[config.mk]
export PLATFORM = sky130hd
export DESIGN_NAME = digit_entry_flat
export DESIGN_NICKNAME = d
export VERILOG_FILES = /design/src/rtl/digit_entry_if.sv /design/src/rtl/digit_entry.sv /design/src/flat_wrapper.sv
export SDC_FILE = /design/constraint.sdc
export NUM_CORES = 1
export LEC_CHECK = 0
export CORE_ASPECT_RATIO = 1.25
export CORE_MARGIN = 2
export CORE_UTILIZATION = 63
export CTS_CLUSTER_DIAMETER = 60
export DETAILED_ROUTE_END_ITERATION = 10
export HOLD_SLACK_MARGIN = 0.03
export PLACE_DENSITY = 0.84
export SLEW_MARGIN = 20
export SYNTH_ARGS = -nofsm -noshare
export SYNTH_HDL_FRONTEND = slang
export SYNTH_SLANG_ARGS = --single-unit
[constraint.sdc]
create_clock -name clk -period 5.8 [get_ports clk]
set_clock_uncertainty 0.1 [all_clocks]
set_input_delay 1.16 -clock clk [delete_from_list [all_inputs] [get_ports clk]]
set_output_delay 1.16 -clock clk [all_outputs]
set_load 0.005 [all_outputs]
[src/rtl/digit_entry_if.sv]
// Keypad-side bundle for digit_entry: key strobe/code in, entered value and status out.
interface digit_entry_if;
  logic        key_valid;
  logic [3:0]  key_code;
  logic        key_ready;
  logic [13:0] number;
  logic [2:0]  digit_count;
  logic        overflow;
  logic        busy;

  modport master (
    output key_valid, key_code,
    input  key_ready, number, digit_count, overflow, busy
  );

  modport slave (
    input  key_valid, key_code,
    output key_ready, number, digit_count, overflow, busy
  );
endinterface

[src/rtl/digit_entry.sv]
// Decimal keypad entry: digits append in one cycle, backspace divides by 10
// with a 14-step restoring divider, clear aborts anything in flight.
module digit_entry #(
  parameter int unsigned MAX_DIGITS = 4
) (
  input  logic          clk,
  input  logic          reset,
  digit_entry_if.slave  bus
);

  typedef enum logic {IDLE, DIVIDE} state_t;

  localparam logic [2:0] LP_MAX       = 3'(MAX_DIGITS);
  localparam logic [3:0] LP_LAST_STEP = 4'd13;

  state_t      r_state,    w_state_nxt;
  logic [13:0] r_number,   w_number_nxt;
  logic [2:0]  r_count,    w_count_nxt;
  logic        r_overflow, w_overflow_nxt;
  logic [13:0] r_dividend, w_dividend_nxt;
  logic [12:0] r_quot,     w_quot_nxt;
  logic [3:0]  r_rem,      w_rem_nxt;
  logic [3:0]  r_step,     w_step_nxt;

  logic        w_key_digit;
  logic        w_key_bksp;
  logic        w_key_clear;
  logic [13:0] w_times10;
  logic [4:0]  w_trial;
  logic        w_qbit;
  logic [3:0]  w_rem_step;

  assign w_key_digit = bus.key_valid && (bus.key_code <= 4'd9);
  assign w_key_bksp  = bus.key_valid && (bus.key_code == 4'd10);
  assign w_key_clear = bus.key_valid && (bus.key_code == 4'd11);

  // number*10 + d as 8x + 2x + d; the digit-count limit keeps this below 10^MAX_DIGITS.
  assign w_times10 = {r_number[10:0], 3'b000} + {r_number[12:0], 1'b0} + {10'd0, bus.key_code};

  // One restoring-division step: remainder < 10 always fits in 4 bits.
  always_comb begin
    w_trial    = {r_rem, r_dividend[13]};
    w_qbit     = (w_trial >= 5'd10);
    w_rem_step = w_qbit ? 4'(w_trial - 5'd10) : w_trial[3:0];
  end

  always_ff @(posedge clk or negedge reset) begin
    if (!reset) begin
      r_state    <= IDLE;
      r_number   <= '0;
      r_count    <= '0;
      r_overflow <= 1'b0;
      r_dividend <= '0;
      r_quot     <= '0;
      r_rem      <= '0;
      r_step     <= '0;
    end else begin
      r_state    <= w_state_nxt;
      r_number   <= w_number_nxt;
      r_count    <= w_count_nxt;
      r_overflow <= w_overflow_nxt;
      r_dividend <= w_dividend_nxt;
      r_quot     <= w_quot_nxt;
      r_rem      <= w_rem_nxt;
      r_step     <= w_step_nxt;
    end
  end

  always_comb begin
    w_state_nxt    = r_state;
    w_number_nxt   = r_number;
    w_count_nxt    = r_count;
    w_overflow_nxt = r_overflow;
    w_dividend_nxt = r_dividend;
    w_quot_nxt     = r_quot;
    w_rem_nxt      = r_rem;
    w_step_nxt     = r_step;

    case (r_state)
      IDLE: begin
        if (w_key_clear) begin
          w_number_nxt   = '0;
          w_count_nxt    = '0;
          w_overflow_nxt = 1'b0;
        end else if (w_key_digit) begin
          if (r_count >= LP_MAX) begin
            w_overflow_nxt = 1'b1;
          end else if (!((bus.key_code == 4'd0) && (r_number == '0))) begin
            w_number_nxt = w_times10;
            w_count_nxt  = r_count + 3'd1;
          end
        end else if (w_key_bksp && (r_number != '0)) begin
          w_state_nxt    = DIVIDE;
          w_dividend_nxt = r_number;
          w_quot_nxt     = '0;
          w_rem_nxt      = '0;
          w_step_nxt     = '0;
        end
      end

      DIVIDE: begin
        if (w_key_clear) begin
          w_state_nxt    = IDLE;
          w_number_nxt   = '0;
          w_count_nxt    = '0;
          w_overflow_nxt = 1'b0;
          w_dividend_nxt = '0;
          w_quot_nxt     = '0;
          w_rem_nxt      = '0;
          w_step_nxt     = '0;
        end else begin
          w_dividend_nxt = {r_dividend[12:0], 1'b0};
          w_quot_nxt     = {r_quot[11:0], w_qbit};
          w_rem_nxt      = w_rem_step;
          w_step_nxt     = r_step + 4'd1;
          if (r_step == LP_LAST_STEP) begin
            w_state_nxt    = IDLE;
            w_number_nxt   = {r_quot, w_qbit};
            w_count_nxt    = r_count - 3'd1;
            w_overflow_nxt = 1'b0;
          end
        end
      end

      default: w_state_nxt = IDLE;
    endcase
  end

  assign bus.key_ready   = (r_state == IDLE);
  assign bus.busy        = (r_state == DIVIDE);
  assign bus.number      = r_number;
  assign bus.digit_count = r_count;
  assign bus.overflow    = r_overflow;

endmodule

[src/flat_wrapper.sv]
// flat-port wrapper written by rule: the top's interface ports become plain ports
module digit_entry_flat 
#(
  parameter int unsigned MAX_DIGITS = 4
)
  (clk, reset, bus_key_valid, bus_key_code, bus_key_ready, bus_number, bus_digit_count, bus_overflow, bus_busy);
  digit_entry_if bus_i ();
  input  logic clk;
  input  logic reset;
  input wire logic [$bits(bus_i.key_valid)-1:0] bus_key_valid;
  input wire logic [$bits(bus_i.key_code)-1:0] bus_key_code;
  output wire logic [$bits(bus_i.key_ready)-1:0] bus_key_ready;
  output wire logic [$bits(bus_i.number)-1:0] bus_number;
  output wire logic [$bits(bus_i.digit_count)-1:0] bus_digit_count;
  output wire logic [$bits(bus_i.overflow)-1:0] bus_overflow;
  output wire logic [$bits(bus_i.busy)-1:0] bus_busy;
  assign bus_i.key_valid = bus_key_valid;
  assign bus_i.key_code = bus_key_code;
  assign bus_key_ready = bus_i.key_ready;
  assign bus_number = bus_i.number;
  assign bus_digit_count = bus_i.digit_count;
  assign bus_overflow = bus_i.overflow;
  assign bus_busy = bus_i.busy;
  digit_entry #(.MAX_DIGITS(MAX_DIGITS)) u_core (.clk(clk), .reset(reset), .bus(bus_i));
endmodule
==> flow_summary.toml, run 1 <==
[logic_synthesis]
ys_seq_area_frac = 0.413
synth-main-ff-cell = "dfrtp_1"
syn_area_per_cell_um2 = 9.78
netlist_area_um2 = 3270
ys_ff_latch = 54
async_flop_share = 1.00
synthCells = 334
synth_cell_types = 45
ys_warn_count = 0
syn_nets = 370
synth_edf_count = 0

[placed_design]
routabilityCongestion = 0.881
placed_area_um2 = 3550
dpl.cell_count = 412
dp_hpwl_um = 5280
dp_slack_ns = 1.67
io_buffers = 26

[final_layout]
area.sequential_um2 = 1350
antenna_cells = 0
fillCellCount = 383
final_nets = 393
area_growth_pct = 12.0
multi_input_area_um2 = 1770
fin_cells = 420
layout-drive-gt1-share = 0.0670
final_area_um2 = 3660

[routing]
dr.max_layer_used = "met4"
via_count = 2622
drt_iter0_drc = 215
post_drt_wl_per_cell_um = 17.4
route.met3.wl_um = 263
dr.pass1.iters = 4
wl_met1_um = 3000
dr_wl_met2_um = 3740
drc_errors = 0
wl_um = 7320
avgViaCountPerCell = 6.24
ant_nets = 0

[clocking]
root_buffer = "clkbuf_8"
clock_latency_ns = 0.31
tritoncts = "yes"
cts_buffers = 5
cts_buffer_depth = 2
cts_resized = 0
cts_setup_buffers = 0
ctsHoldBuffers = 0
numClockSinks = 54
clk_pin_slew_ns = 0.10
cts_htree_levels = 2

[die]
io_pins = 27
core_area_um2 = 5040
die_w_um = 68.4
die-area_um2 = 5780
num_rows = 29
die_h_um = 84.5
start_util = 0.648

[worst_hold_path]
whs_path_depth = 2
worstHoldEndpoint = "u_core.r_dividend[7]"
min_from = "u_core.r_dividend[6]"
hp-class = "flop to flop"

[setup_path]
cp_max_fo = 4
cp-startpoint = "bus_key_code[3]"
reg2regPathDepth = 10
end_kind = "flop"
crit_type = "input pin to flop"
start_kind = "input pin"
cp.arrival_ns = 3.93
timing.reg2reg.setup_slack_ns = 2.86
rr_endpoint = "u_core.bus.number[11]"
required_ns = 5.90
reg2reg_from = "u_core.bus.number[0]"

[timing]
rsz0062_at_grt = "no"
period_share = 0.660
fin_setup_tns_ns = 0
hold_viol = 0
slew_viol_final = 0
relSlewSlack = 0.546
worstMarginPinSlew_ns = 0.680
fmax_ghz = 0.261
fin_crit_ns = 3.83
setup_ws_ns = 1.97
setup_violations = 0

[flow_run]
drv_cap = 0

[power_and_ir_drop]
peakVddDrop_uv = 278
pwr_density_cell_nw_per_um2 = 543
p_leak_nw = 1.76
p_total_mw = 1.99

[global_routing]
first_global_vias = 2584
overflow = 0
antenna_found_initial = 0
gr-usage-all-layers = 0.280
grt_max_degree = 55
grt_pass1_wl_um = 12200

[outcome]
status = "complete, no violations"
## how the worst max path moves through the flow
stage                             to  slack, ns  depth (start not counted)
2_1_floorplan  u_core.bus.number[12]       2.41                          9
3_3_place_gp   u_core.bus.number[12]       1.71                         10
3_5_place_dp   u_core.bus.number[12]       1.67                         10
4_1_cts        u_core.bus.number[11]       1.99                         11
5_1_grt        u_core.bus.number[12]       1.84                         10
6_report       u_core.bus.number[12]       1.97                         10
## metal layers
metal / track usage / up-vias
met5: 0 / -
met1: 0.341 / 1273
li1: - / 1250
met2: 0.474 / 72
met4: 0.138 / 0
met3: 0.0375 / 27
## layout make-up
class / count / area share
Clock buffer: 6 / 0.0226
Clock inverter: 2 / 0.00479
Inverter: 17 / 0.0174
Multi-Input combinational cell: 248 / 0.485
Sequential cell: 54 / 0.369
Tap cell: 62 / 0.0212
Timing Repair Buffer: 31 / 0.0800
## synth_stat cells, types with 5 or more instances
| cell | number | area share |
|---|---|---|
| clkbuf_1 | 5 | 0.0057 |
| xor2_1 | 6 | 0.016 |
| o21ai_0 | 33 | 0.051 |
| nand2_1 | 38 | 0.044 |
| a21oi_1 | 18 | 0.028 |
| o31ai_1 | 12 | 0.028 |
| a22o_1 | 15 | 0.040 |
| inv_1 | 16 | 0.018 |
| buf_2 | 6 | 0.0092 |
| dfrtp_1 | 54 | 0.41 |
| ha_1 | 27 | 0.10 |
| xnor2_1 | 5 | 0.013 |
| nor2_1 | 24 | 0.028 |
| mux2i_1 | 17 | 0.052 |
## registers in the layout, indices dropped and copies added, names as in the netlist
| name | cells |
|---|---|
| u_core.bus.busy | 1 |
| u_core.r_rem | 4 |
| u_core.r_step | 4 |
| u_core.r_quot | 13 |
| u_core.r_dividend | 14 |
| u_core.bus.overflow | 1 |
| u_core.bus.digit_count | 3 |
| u_core.bus.number | 14 |
## worst max-delay path, stage by stage
cell and delay (ns):
clkdlybuf4s50_1 0.57, inv_1 0.08, fa_1 0.50, fa_1 0.45, nor2b_1 0.22, o2111ai_1 0.16, a31oi_1 0.20, nor2_1 0.07
mux2_2 0.26, o31a_1 0.27
## placed cells by master, fill, tap and decap left out, types with 6 or more instances in the layout
master	instances
a21oi_1	18
a22o_1	15
clkbuf_8	6
clkdlybuf4s50_1	25
dfrtp_1	54
ha_1	27
inv_1	16
mux2i_1	17
nand2_1	38
nor2_1	23
o21ai_0	33
o31ai_1	12
xor2_1	6
## where the power goes
part / leakage (nW) / total [mW] / switching [mW] / internal (mW)
sequential: 0.708 / 0.712 / 0.181 / 0.531
clock: 0.0514 / 0.224 / 0.125 / 0.0985
combinational: 1.00 / 1.05 / 0.548 / 0.505
## logic make-up (layout without fill, tap and decap cells)
| kind of cell | after synthesis | after routing | share of synthesized area |
|---|---|---|---|
| AO/OA/AOI/OAI | 100 | 100 | 0.206 |
| XOR/XNOR | 11 | 11 | 0.0295 |
| adder cells (fa/ha/maj) | 29 | 29 | 0.116 |
| buffers and inverters | 32 | 56 | 0.0459 |
| flip-flops | 54 | 54 | 0.413 |
| multiplexers | 19 | 19 | 0.0590 |
| AND/OR/NAND/NOR | 89 | 89 | 0.131 |
## metrics by stage
stage,hold WS [ns],util
detailed placement,0.369,0.705
floorplan,0.350,-
global placement,0.356,0.705
global route,0.432,0.726
CTS,0.390,0.725
finish,0.395,0.726
No activity file was read; power rests on OpenSTA's default activity.
==> inputs of run 2 (changes only) <==
--- a/config.mk
+++ b/config.mk
@@ -7,11 +7,11 @@
 export LEC_CHECK = 0
 export CORE_ASPECT_RATIO = 1.25
 export CORE_MARGIN = 2
-export CORE_UTILIZATION = 63
+export CORE_UTILIZATION = 53
 export CTS_CLUSTER_DIAMETER = 60
 export DETAILED_ROUTE_END_ITERATION = 10
 export HOLD_SLACK_MARGIN = 0.03
-export PLACE_DENSITY = 0.84
+export PLACE_DENSITY = 0.75
 export SLEW_MARGIN = 20
 export SYNTH_ARGS = -nofsm -noshare
 export SYNTH_HDL_FRONTEND = slang
==> constraint.sdc (replaced) <==
create_clock -name clk -period 3.29 [get_ports clk]
set_clock_uncertainty 0.1 [all_clocks]
set_input_delay 0.658 -clock clk [delete_from_list [all_inputs] [get_ports clk]]
set_output_delay 0.658 -clock clk [all_outputs]
set_load 0.005 [all_outputs]
==> flow_summary.toml, run 2 (synthesis gave the netlist of run 1 again) <==
[outcome]
status = "complete, no violations"

[setup_path]
worst_path_dominant_cell_family = "adder cells"
cp.buffers_inverters = 2
slowest_stage = "clkdlybuf4s50_1"
crit_chain = "clkdlybuf4s50_1 > inv_1 > fa_1 > fa_2 > nor2b_4 > o2111ai_2 > a31oi_2 > nor2_1 > mux2_2 > o31a_1"
max_stage_delay_ns = 0.49
crit_type = "input pin to flop"
required_ns = 3.39
end_kind = "flop"
cp.arrival_ns = 3.29
cp_max_fo = 2
start_kind = "input pin"

[routing]
post_drt_wl_per_cell_um = 16.5
wl_um = 7560
drt_iter0_drc = 137
ant_nets = 0
avgViaCountPerCell = 5.84
drc_errors = 0
dr.pass1.iters = 4
via_count = 2682

[clocking]
cts_buffer_depth = 2
numClockSinks = 54
clk_pin_slew_ns = 0.10
cts_htree_levels = 2
root_buffer = "clkbuf_8"
clock_latency_ns = 0.31
tritoncts = "yes"
cts_buffers = 5

[power_and_ir_drop]
peakVddDrop_uv = 434
p_leak_nw = 1.84
p_total_mw = 3.62
pwr_density_cell_nw_per_um2 = 947

[timing]
period_share = 0.968
hold_viol = 0
relSlewSlack = 0.494
setup_violations = 0
fmax_ghz = 0.314
fin_crit_ns = 3.18
setup_ws_ns = 0.107
slew_viol_final = 0
worstMarginPinSlew_ns = 0.759

[global_routing]
grt_max_degree = 33
gr-usage-all-layers = 0.241
first_global_vias = 2629
grt_pass1_wl_um = 12700
antenna_found_initial = 0
overflow = 0

[placed_design]
io_buffers = 26
routabilityCongestion = 0.859
dpl.cell_count = 451
dp_slack_ns = -0.234
dp_hpwl_um = 5630

[final_layout]
final_nets = 409
layout_commonest_cell = "dfrtp_1"
area_growth_pct = 17.0
layout-drive-gt1-share = 0.115
antenna_cells = 0
layout_common_cells = "54 x dfrtp_1, 38 x nand2_1, 33 x o21ai_0"
fin_cells = 459

[worst_hold_path]
hp-class = "input pin to async pin"

[die]
die-area_um2 = 6810
die_w_um = 74.2
die_h_um = 91.8
start_util = 0.537
io_pins = 27
core_area_um2 = 6090
num_rows = 32

[flow_run]
drv_cap = 0
## run 2: cell types whose count changed in the layout (fill, tap and decap cells not counted), sizes merged
cell,previous run,this run
clkinv,2,0
buf,6,22
clkinvlp,0,1
inv,17,18
## run 2: area by class of cell
cell class	count	area, µm²
fillers	550	2260
multi-input cells	248	1790
flip-flops and latches	54	1350
repair buffers	47	413
well taps	85	106
clock buffers	6	82.6
inverters	17	63.8
clock inverters	2	16.3
## run 2: path summary, 6_finish.rpt
| check | start | endpoint | slack (ns) | cells after the start |
|---|---|---|---|---|
| max | bus_key_code[3] | u_core.bus.number[12] | 0.11 | 10 |
| min | reset | u_core.bus.number[3] | 0.31 | 1 |
| max reg2reg | u_core.bus.number[2] | u_core.bus.number[12] | 0.47 | 9 |
| min reg2reg | u_core.r_dividend[5] | u_core.r_dividend[6] | 0.39 | 2 |
| max in group asynchronous | reset | u_core.r_dividend[6] | 2.11 | 2 |
| min in group clk | u_core.r_dividend[5] | u_core.r_dividend[6] | 0.39 | 2 |
## run 2: per-stage QoR
stage	area (µm²)	setup TNS [ns]	utilization	hold slack, ns
after CTS	3800	0	0.624	0.325
after global routing	3820	-0.0296	0.628	0.345
after floorplan	3270	0	-	0.262
after global placement	3700	-0.470	0.608	0.360
after detailed placement	3700	-0.602	0.608	0.369
final	3820	0	0.628	0.306
## run 2: per-layer routing
layer	GRT usage	up-vias	wire length [µm]
li1	-	1278	-
met1	0.296	1316	3100
met2	0.429	76	4070
met3	0.0418	12	262
met4	0.0655	0	124
met5	0	-	0
## run 2: what timing repair did
| action | in CTS | in global routing |
|---|---|---|
| setup buffers | 0 | 0 |
| resized for setup | 0 | 5 |
| setup endpoints to repair | 0 | 2 |
| hold buffers | 0 | 0 |
## run 2: report_power, final
group	leakage (nW)	switching, mW	internal [mW]	total [mW]
clock network	0.0478	0.232	0.174	0.406
registers	0.708	0.309	0.935	1.24
logic	1.08	0.988	0.981	1.97
==> inputs of run 3 (changes only) <==
--- a/config.mk
+++ b/config.mk
@@ -7,11 +7,12 @@
 export LEC_CHECK = 0
 export CORE_ASPECT_RATIO = 1.25
 export CORE_MARGIN = 2
-export CORE_UTILIZATION = 53
+export CORE_UTILIZATION = 30
 export CTS_CLUSTER_DIAMETER = 60
 export DETAILED_ROUTE_END_ITERATION = 10
+export GPL_TIMING_DRIVEN = 0
 export HOLD_SLACK_MARGIN = 0.03
-export PLACE_DENSITY = 0.75
+export PLACE_DENSITY = 0.46
 export SLEW_MARGIN = 20
 export SYNTH_ARGS = -nofsm -noshare
 export SYNTH_HDL_FRONTEND = slang
==> flow_summary.toml, run 3 (synthesis gave the netlist of run 1 again) <==
[outcome]
status = "complete, no violations"

[timing]
setup_ws_ns = 0.119
hold_viol = 0
setup_violations = 0
period_share = 0.964
fmax_ghz = 0.315
fin_crit_ns = 3.17
slew_viol_final = 0
hold_ws_ns = 0.0893
worstMarginPinSlew_ns = 0.613
relSlewSlack = 0.590
rsz0062_at_grt = "no"

[worst_hold_path]
hp-class = "input pin to async pin"

[final_layout]
area_growth_pct = 19.2
antenna_cells = 0
layout-drive-gt1-share = 0.0921
layout_commonest_cell = "dfrtp_1"
layout_common_cells = "54 x dfrtp_1, 38 x nand2_1, 32 x o21ai_0"
final_nets = 404

[die]
die_w_um = 97.4
io_pins = 27
num_rows = 42
die-area_um2 = 11800
core_area_um2 = 10600
die_h_um = 121
start_util = 0.308

[clocking]
clk_pin_slew_ns = 0.08
numClockSinks = 54
root_buffer = "clkbuf_16"
tritoncts = "yes"
ctsHoldBuffers = 0
cts_buffer_depth = 2
cts_htree_levels = 2
cts_buffers = 5
clock_latency_ns = 0.30

[global_routing]
grt_max_degree = 46
antenna_found_initial = 0
gr-usage-all-layers = 0.161
overflow = 0
grt_pass1_wl_um = 14800
first_global_vias = 2721

[placed_design]
dp_slack_ns = -0.557
dp_hpwl_um = 6600
io_buffers = 26
routabilityCongestion = 0.825

[routing]
post_drt_wl_per_cell_um = 18.2
drt_iter0_drc = 117
ant_nets = 0
wl_um = 9110
dr.pass1.iters = 4
drc_errors = 0
via_count = 2641
avgViaCountPerCell = 5.27

[setup_path]
required_ns = 3.38
start_kind = "input pin"
end_kind = "flop"
cp.arrival_ns = 3.26
cp_max_fo = 4
crit_type = "input pin to flop"

[power_and_ir_drop]
peakVddDrop_uv = 347
pwr_density_cell_nw_per_um2 = 966
p_leak_nw = 1.83

[flow_run]
drv_cap = 0
==> run 3: timing repair <==
item | 4_1_cts | 5_1_grt
pin swaps | 1 | 1
buffers inserted | 0 | 0
setup endpoints to repair | 3 | 1
endpoints found under the hold margin | 0 | 0
gates resized for setup | 4 | 4
gates cloned | 0 | 0
==> run 3: power by group <==
group          total, mW  internal, mW  switching (mW)
Combinational       1.92         0.919            1.00
Clock              0.566         0.293           0.273
Sequential          1.28         0.937           0.339
==> run 3: final timing paths <==
path	depth (start not counted)	startpoint	slack [ns]	end
max	11	bus_key_code[1]	0.12	u_core.bus.number[12]
min	1	reset	0.09	u_core.r_dividend[4]
max reg2reg	9	u_core.bus.number[0]	0.28	u_core.bus.number[12]
min reg2reg	2	u_core.r_dividend[7]	0.39	u_core.r_dividend[8]
max in group asynchronous	2	reset	2.52	u_core.bus.number[8]
min in group clk	2	u_core.r_dividend[7]	0.39	u_core.r_dividend[8]
==> run 3: area by class of cell <==
| class | instances | area, µm² |
|---|---|---|
| flip-flops and latches | 54 | 1350 |
| inverters | 17 | 63.8 |
| well taps | 132 | 165 |
| clock inverters | 3 | 28.8 |
| fillers | 1100 | 6720 |
| multi-input cells | 248 | 1790 |
| plain buffers | 15 | 86.3 |
| repair buffers | 27 | 287 |
| clock buffers | 5 | 125 |
==> run 3: metal layers <==
metal	wire length, µm	GRT usage	vias to the layer above
met1	4300	0.214	1292
li1	-	-	1274
met3	240	0.0225	17
met4	221	0.0538	0
met5	0	0	-
met2	4350	0.272	58
==> run 3: worst max-delay path, stage by stage <==
cell and delay (ns):
clkdlybuf4s50_1 0.57, ha_1 0.19, ha_2 0.20, inv_1 0.05
fa_1 0.39, nor2b_2 0.19, o2111ai_2 0.15, a31oi_2 0.19
nor2_1 0.10, mux2_2 0.28, o31a_1 0.27
==> run 3: per-stage QoR <==
| step | area, µm² | setup TNS (ns) | total power, mW | cells | util |
|---|---|---|---|---|---|
| after floorplan | 3270 | 0 | 2.48 | 334 | - |
| after global placement | 3690 | -27.01 | 3.15 | 492 | 0.348 |
| after detailed placement | 3720 | -2.48 | 3.19 | 493 | 0.350 |
| after CTS | 3880 | 0 | 3.78 | 501 | 0.365 |
| after global routing | 3900 | 0 | 4.10 | 501 | 0.367 |
| final | 3900 | 0 | 3.77 | 501 | 0.367 |
